--- src/rtl/ice40_reset_seq_pkg.sv ---
// Shared types and constants for the iCE40 reset sequencer.
// Also holds the SB_WARMBOOT image encodings.
package ice40_pkg;

  typedef enum logic [1:0] {
    HOLD,
    RELEASE,
    RUN,
    BOOT
  } reset_seq_state_t;

  localparam logic [1:0] IMG_0 = 2'b00;
  localparam logic [1:0] IMG_1 = 2'b01;
  localparam logic [1:0] IMG_2 = 2'b10;
  localparam logic [1:0] IMG_3 = 2'b11;

  function automatic int max3(input int a, input int b, input int c);
    int m;
    m = (a > b) ? a : b;
    return (m > c) ? m : c;
  endfunction

endpackage

--- src/rtl/ice40_reset_seq.sv ---
// Power-on / soft reset sequencer with staggered release of NRST resets,
// plus warm-boot sequencing towards SB_WARMBOOT.
module ice40_reset_seq
  import ice40_pkg::*;
#(
  parameter int NRST        = 3,
  parameter int HOLD_CYCLES = 240,
  parameter int STAGE_GAP   = 16,
  parameter int BOOT_DELAY  = 24
) (
  input  logic            clk_24,
  input  logic            rst_24,
  input  logic            soft_rst_req,
  input  logic            boot_req,
  input  logic [1:0]      boot_image,
  output logic [NRST-1:0] rst_out,
  output logic            ready,
  output logic            boot,
  output logic [1:0]      image
);

  localparam int CNT_W = $clog2(max3(HOLD_CYCLES, NRST * STAGE_GAP, BOOT_DELAY) + 1);

  if (NRST < 1)        begin : g_bad_nrst  $error("NRST must be >= 1");        end
  if (HOLD_CYCLES < 1) begin : g_bad_hold  $error("HOLD_CYCLES must be >= 1"); end
  if (STAGE_GAP < 1)   begin : g_bad_gap   $error("STAGE_GAP must be >= 1");   end
  if (BOOT_DELAY < 1)  begin : g_bad_delay $error("BOOT_DELAY must be >= 1");  end

  reset_seq_state_t state_reg, state_next;
  logic [CNT_W-1:0] cnt_reg, cnt_next;
  logic [NRST-1:0]  rst_reg, rst_next;
  logic             ready_reg, ready_next;
  logic             boot_reg, boot_next;
  logic [1:0]       image_reg, image_next;
  logic [1:0]       image_sel;
  logic [NRST-1:0]  stage_hit;

  // In RELEASE the counter runs across all stages; bit gi drops when it
  // reaches gi*STAGE_GAP-1, which keeps rst_out thermometer-shaped.
  assign stage_hit[0] = 1'b0;
  for (genvar gi = 1; gi < NRST; gi++) begin : g_stage
    assign stage_hit[gi] = (state_reg == RELEASE) &&
                           (cnt_reg == CNT_W'(gi * STAGE_GAP - 1));
  end

  always_comb begin
    image_sel = IMG_0;
    case (boot_image)
      2'd1:    image_sel = IMG_1;
      2'd2:    image_sel = IMG_2;
      2'd3:    image_sel = IMG_3;
      default: image_sel = IMG_0;
    endcase
  end

  always_comb begin
    state_next = state_reg;
    cnt_next   = cnt_reg;
    rst_next   = rst_reg;
    ready_next = ready_reg;
    boot_next  = boot_reg;
    image_next = image_reg;

    if (state_reg != BOOT && boot_req) begin
      state_next = BOOT;
      cnt_next   = '0;
      rst_next   = '1;
      ready_next = 1'b0;
      image_next = image_sel;
    end else if (state_reg != BOOT && soft_rst_req) begin
      state_next = HOLD;
      cnt_next   = '0;
      rst_next   = '1;
      ready_next = 1'b0;
    end else begin
      case (state_reg)
        HOLD: begin
          if (cnt_reg == CNT_W'(HOLD_CYCLES - 1)) begin
            rst_next[0] = 1'b0;
            cnt_next    = '0;
            if (NRST == 1) begin
              ready_next = 1'b1;
              state_next = RUN;
            end else begin
              state_next = RELEASE;
            end
          end else begin
            cnt_next = cnt_reg + 1'b1;
          end
        end
        RELEASE: begin
          rst_next = rst_reg & ~stage_hit;
          cnt_next = cnt_reg + 1'b1;
          if (stage_hit[NRST-1]) begin
            ready_next = 1'b1;
            cnt_next   = '0;
            state_next = RUN;
          end
        end
        RUN: begin
          cnt_next = '0;
        end
        BOOT: begin
          // Once boot is raised the counter parks; only rst_24 leaves BOOT.
          if (!boot_reg) begin
            if (cnt_reg == CNT_W'(BOOT_DELAY - 1)) begin
              boot_next = 1'b1;
              cnt_next  = '0;
            end else begin
              cnt_next = cnt_reg + 1'b1;
            end
          end
        end
        default: begin
          state_next = HOLD;
          cnt_next   = '0;
          rst_next   = '1;
          ready_next = 1'b0;
        end
      endcase
    end
  end

  always_ff @(posedge clk_24) begin
    if (rst_24) begin
      state_reg <= HOLD;
      cnt_reg   <= '0;
      rst_reg   <= '1;
      ready_reg <= 1'b0;
      boot_reg  <= 1'b0;
      image_reg <= IMG_0;
    end else begin
      state_reg <= state_next;
      cnt_reg   <= cnt_next;
      rst_reg   <= rst_next;
      ready_reg <= ready_next;
      boot_reg  <= boot_next;
      image_reg <= image_next;
    end
  end

  assign rst_out = rst_reg;
  assign ready   = ready_reg;
  assign boot    = boot_reg;
  assign image   = image_reg;

endmodule
--- config.mk ---
export PLATFORM = sky130hd
export DESIGN_NAME = ice40_reset_seq
export DESIGN_NICKNAME = d
export VERILOG_FILES = /design/src/rtl/ice40_reset_seq_pkg.sv /design/src/rtl/ice40_reset_seq.sv
export SDC_FILE = /design/constraint.sdc
export NUM_CORES = 1
export LEC_CHECK = 0
export ABC_AREA = 1
export ABC_CLOCK_PERIOD_IN_PS = 1700
export CAP_MARGIN = 20
export CELL_PAD_IN_SITES_DETAIL_PLACEMENT = 2
export CELL_PAD_IN_SITES_GLOBAL_PLACEMENT = 2
export CORE_MARGIN = 2
export CORE_UTILIZATION = 29
export DETAILED_ROUTE_END_ITERATION = 7
export PLACE_DENSITY = 0.76
export SYNTH_ARGS = -nofsm -noshare
export SYNTH_HDL_FRONTEND = slang
export SYNTH_SLANG_ARGS = --single-unit
--- constraint.sdc ---
create_clock -name clk_24 -period 1.7 [get_ports clk_24]
set_clock_uncertainty 0.15 [all_clocks]
set_input_delay 0.17 -clock clk_24 [delete_from_list [all_inputs] [get_ports clk_24]]
set_output_delay 0.17 -clock clk_24 [all_outputs]
set_load 0.005 [all_outputs]
## Yosys cells after proc, flatten, opt, wreduce, memory -nomap -nowiden

Cells that the tools add are included.
W data, S select, Z words.

| storage, ports and cells | value |
|---|---|
| register bits | 17 |
| bits of input ports | 6 |
| output and inout bits | 7 |

| operators by class | value |
|---|---|
| add/subtract/negate cells | 1 |
| equal/unequal tests | 15 |
| mux-type cells | 15 |
| bitwise logic cells | 4 |
| reduce and logical (&&, ||, !) cells | 12 |

Operator list:

| cell | number |
|---|---|
| $mux W8 | 4 |
| $pmux W8 S4 | 1 |
| $eq A8 B5 Y1 const B | 2 |
| $add A8 B1 Y8 const B | 1 |
| $eq A2 B2 Y1 const B | 4 |
| $eq A8 B4 Y1 const B | 1 |
| $eq A8 B8 Y1 const B | 1 |
| $mux W2 | 4 |
| $ne A2 B2 Y1 const B | 3 |
| $pmux W2 S3 | 1 |
| $reduce_and A3 Y1 | 2 |
| $eq A2 B1 Y1 const B | 2 |
| $logic_and A1 B1 Y1 | 4 |
| $ne A4 B2 Y1 const B | 1 |
| $ne A4 B4 Y1 const B | 1 |
| $pmux W2 S2 | 1 |
| $reduce_and A2 Y1 | 2 |
| $reduce_bool A4 Y1 | 1 |
| $and A3 B3 Y3 | 1 |
| $mux W1 | 3 |
| $not A3 Y3 | 1 |
| $reduce_or A3 Y1 | 1 |
| $logic_not A2 Y1 | 1 |
| $not A1 Y1 | 2 |
| other kinds (2) | 2 |

## Logic depth before layout (Yosys ltp)

| depth | value |
|---|---|
| depth in word-level cells | 6 |
| depth in mapped cells | 10 |

## Least setup slack after synthesis

Ideal clock, no wire load.

| path | value |
|---|---|
| path type | register -> register |
| start point | register cnt_reg[1] |
| end point | register cnt_reg[1] |
| library setup time | 0.117 ns |
| arrival | 1.145 ns |
| required time | 1.433 ns |
| slack | 0.288 ns |
| cell stages (with the launch flop) | 11 |
| path buffers | 0 |
| clock period less this slack | 1.412 ns |
| path through | dfxtp_1 > ha_1 > nand2_1 > nor2_4 > nand3_1 > nand2_1 > nand2_1 > inv_1 > nand2_1 > nand2_4 > nor2_2 |

| on the way | value |
|---|---|
| word-level cells in the longest chain between the ends | 4 |
| elaborated cells between the ends (all ways) | 10 |
| those cells by class | add/sub: 1; eq/ne: 3; mux: 5; reduce/logical: 1 |

Ends and longest elaborated chain:

| item | RTL line | source |
|---|---|---|
| from (decl) | ice40_reset_seq.sv:30 | `logic [CNT_W-1:0] cnt_reg, cnt_next;` |
| from (signal assigned) | ice40_reset_seq.sv:134 | `cnt_reg <= cnt_next;` |
| $add A8 B1 Y8, or another cell as far along | ice40_reset_seq.sv:88, ice40_reset_seq.sv:93, ice40_reset_seq.sv:110 |  |
| $mux W8 / $logic_and A1 B1 Y1 (equally long branches) | ice40_reset_seq.sv:106, ice40_reset_seq.sv:42 |  |
| $mux W8 (on tied branches) | ice40_reset_seq.sv:105, ice40_reset_seq.sv:94 |  |
| $pmux W8 S4 (*) | ice40_reset_seq.sv:76 | `case (state_reg)` |

Mark *: on every way between the ends. The rest lies on a longest branch, timed or not. The select of a mux whose other input is x is not followed.
A chain may end at the register's enable or synchronous reset.

## Worst setup path after layout

| path | value |
|---|---|
| start point | register boot_reg (netlist: boot) |
| end point | output boot |

RTL lines:

| item | RTL line | source |
|---|---|---|
| from (decl) | ice40_reset_seq.sv:33 | `logic boot_reg, boot_next;` |
| from (signal assigned) | ice40_reset_seq.sv:137 | `boot_reg <= boot_next;` |
| to (decl) | ice40_reset_seq.sv:18 | `output logic boot,` |

No word-level cell between the ends.

==> impl_metrics.py <==
metrics = {
    "run_status": {
        "status": "finished, final reports clean",
    },
    "yosys": {
        "synth_top_family_by_area": "simple AND/OR/NAND/NOR gates",
        "synthCells": 121,
        "synth_top_cell_by_area": "dfxtp_1",
        "muxShareOfSynthArea": 0.0111,
        "synth_cell_types": 22,
        "synthAdderAreaFrac": 0.0139,
        "synth_compound_area_frac": 0.0864,
        "syn-num-nets": 128,
        "syn_area_um2": 898,
        "synthTopCellsByArea": "dfxtp_1 38%, nand2_1 13%, nor2_2 7.0%",
        "synth_warnings": 0,
        "yosys.area_share.simple": 0.401,
        "yosysSeqAreaShare": 0.379,
        "syn_area_per_cell_um2": 7.42,
        "yosysTopAreaCellShare": 0.379,
        "synth_xor_area_frac": 0.0292,
        "ys_ff_latch": 17,
    },
    "sta": {
        "slew_violations": 0,
        "hold_violations": 0,
        "fin_ws_ps": 139,
        "rsz0062_at_grt": "no",
        "tightest_slew_ps": 250,
        "setup_viol": 0,
        "fin_tns_setup_ps": 0,
        "max_freq_mhz": 641,
        "fin_hold_ws_ps": 245,
        "slew_headroom": 0.833,
        "post-route-min-period_ps": 1560,
        "timing.final.crit_share": 0.918,
    },
    "detailed_routing": {
        "wirelength_um": 2500,
        "first_iter_violations": 14,
        "avgViaCountPerCell": 4.71,
        "num_vias": 805,
        "firstDrtPassIters": 4,
        "ant_nets": 0,
        "wl_per_cell_um": 14.6,
        "drc_errors": 0,
    },
    "pwr": {
        "p_clk_frac": 0.319,
        "pwr-share-seq": 0.542,
        "switching_power_mw": 0.233,
        "p_int_mw": 0.542,
        "combPwrFrac": 0.139,
        "swShare": 0.301,
        "pwr_density_cell_mw_per_mm2": 693,
        "vdd_ir_drop_max_v": 0.000262,
        "leakage_nw": 0.472,
    },
    "worst_setup_path": {
        "critPathKind": "reg -> out",
        "cp_slowest_stage_delay_ps": 530,
        "slowest_stage": "clkdlybuf4s50_1",
        "path_cells": "clkdlybuf4s50_1",
        "end_kind": "output port",
        "critPathArrivalTime_ps": 1240,
        "critPathBufInv": 1,
        "crit_family": "buffers and inverters",
        "cp-start-kind": "flip-flop",
        "critPathMaxFanout": 4,
        "worstPathRequired_ps": 1380,
    },
    "clocking": {
        "cts.sinks": 17,
        "ctsHoldBuffers": 0,
        "post_cts_resized": 0,
        "clk_pin_slew_ps": 120,
        "cts_max_path_buffers": 2,
        "cts_buffers": 3,
        "h-tree-depth": 1,
        "clock-root-buffer": "clkbuf_4",
        "worstSkewPairLatency_ps": 320,
        "cts_tree": "done",
        "postCtsSetupBuffers": 0,
    },
    "grt": {
        "grt_pass1_vias": 935,
        "antenna_found_initial": 0,
        "grt_max_degree": 11,
        "track_usage": 0.167,
        "grt_pass1_wl_um": 4340,
        "grt-ovfl-total": 0,
    },
    "placement": {
        "portBuffers": 12,
        "dp_hpwl_um": 2050,
        "gp_congestion": 0.794,
        "pre_cts_slack_ps": 60.9,
        "placedCellCount": 167,
    },
    "flow_run": {
        "cap_violations": 0,
    },
    "layout": {
        "diodes": 0,
        "largest_reg_flops": 8,
        "mostFrequentLayoutCells": "30 x nand2_1, 15 x dfxtp_1, 14 x inv_1",
        "final_common_cell": "nand2_1",
        "fin_nets": 146,
        "post_route_cells_drive_above_1_share": 0.239,
        "area_delta_synth_final_pct": 24.7,
        "utilization": 0.373,
        "layoutNonFillerInstCount": 171,
    },
    "min_path": {
        "min_path_type": "in -> reg",
    },
    "die": {
        "core_mm2": 0.00300,
        "die_w_um": 59.7,
        "die_area_mm2": 0.00356,
        "initial_utilization": 0.299,
        "rows": 20,
        "dieHeight_um": 59.7,
        "ioPinCount": 13,
    },
}
final timing paths:
| path | cells after the start | start | end | slack, ps |
|---|---|---|---|---|
| setup / recovery | 1 | boot$_SDFFE_PP0P_ | boot | 140 |
| hold / removal | 2 | rst_24 | state_reg[1]$_SDFFE_PP0P_ | 240 |
| setup reg to reg | 10 | cnt_reg[0]$_SDFFE_PP0P_ | cnt_reg[4]$_SDFFE_PP0P_ | 140 |
| hold reg to reg | 2 | rst_out[0]$_SDFFE_PP1P_ | rst_out[0]$_SDFFE_PP1P_ | 320 |
synthesized netlist by cell type (all sizes together):
cell and instances:
a211oi 1, a21o 1, a21oi 4, clkinv 1, dfxtp 17, ha 1, inv 16, mux2i 1
nand2 35, nand3 8, nand4 1, nor2 25, o21a 1, o21ai 6, xor2 3
routing by layer:
metal	track usage	wire length, um	vias to the layer above
met3	0.0216	48	5
met4	0.0762	57	0
met2	0.300	1320	10
met5	0	0	-
li1	-	-	413
met1	0.195	1080	377
cell type report:
cell class              instances  area, um^2
inverters                      17        71.3
well taps                      33        41.3
clock buffers                   3        22.5
clock inverters                 1        5.00
fillers                       366        1880
repair buffers                 13         128
multi-input cells              87         509
flip-flops and latches         17         343
power groups by stage:
stage | Clock, mW | Combinational (mW) | Sequential (mW)
global route | 0.279 | 0.122 | 0.423
global placement | 0 | 0.105 | 0.428
detailed placement | 0 | 0.109 | 0.429
CTS | 0.255 | 0.110 | 0.420
finish | 0.247 | 0.108 | 0.421
floorplan | 0 | 0.0683 | 0.428
per-stage QoR:
step           instance area (um^2)  total power, mW
2_1_floorplan                   898            0.497
3_3_place_gp                   1070            0.533
3_5_place_dp                   1070            0.538
4_1_cts                        1090            0.784
5_1_grt                        1120            0.824
6_report                       1120            0.776
logic make-up (layout without fill, tap and decap cells):
logic type	after synthesis	in the layout
DFF	17	17
xor gates and xnor gates	3	3
adders and majority gates	1	1
muxes	1	1
and+or+nand+nor	69	69
AOI/OAI and AO/OA	13	13
buffers and inverters	17	34
Note: power is estimated with default switching activity, not from simulation.
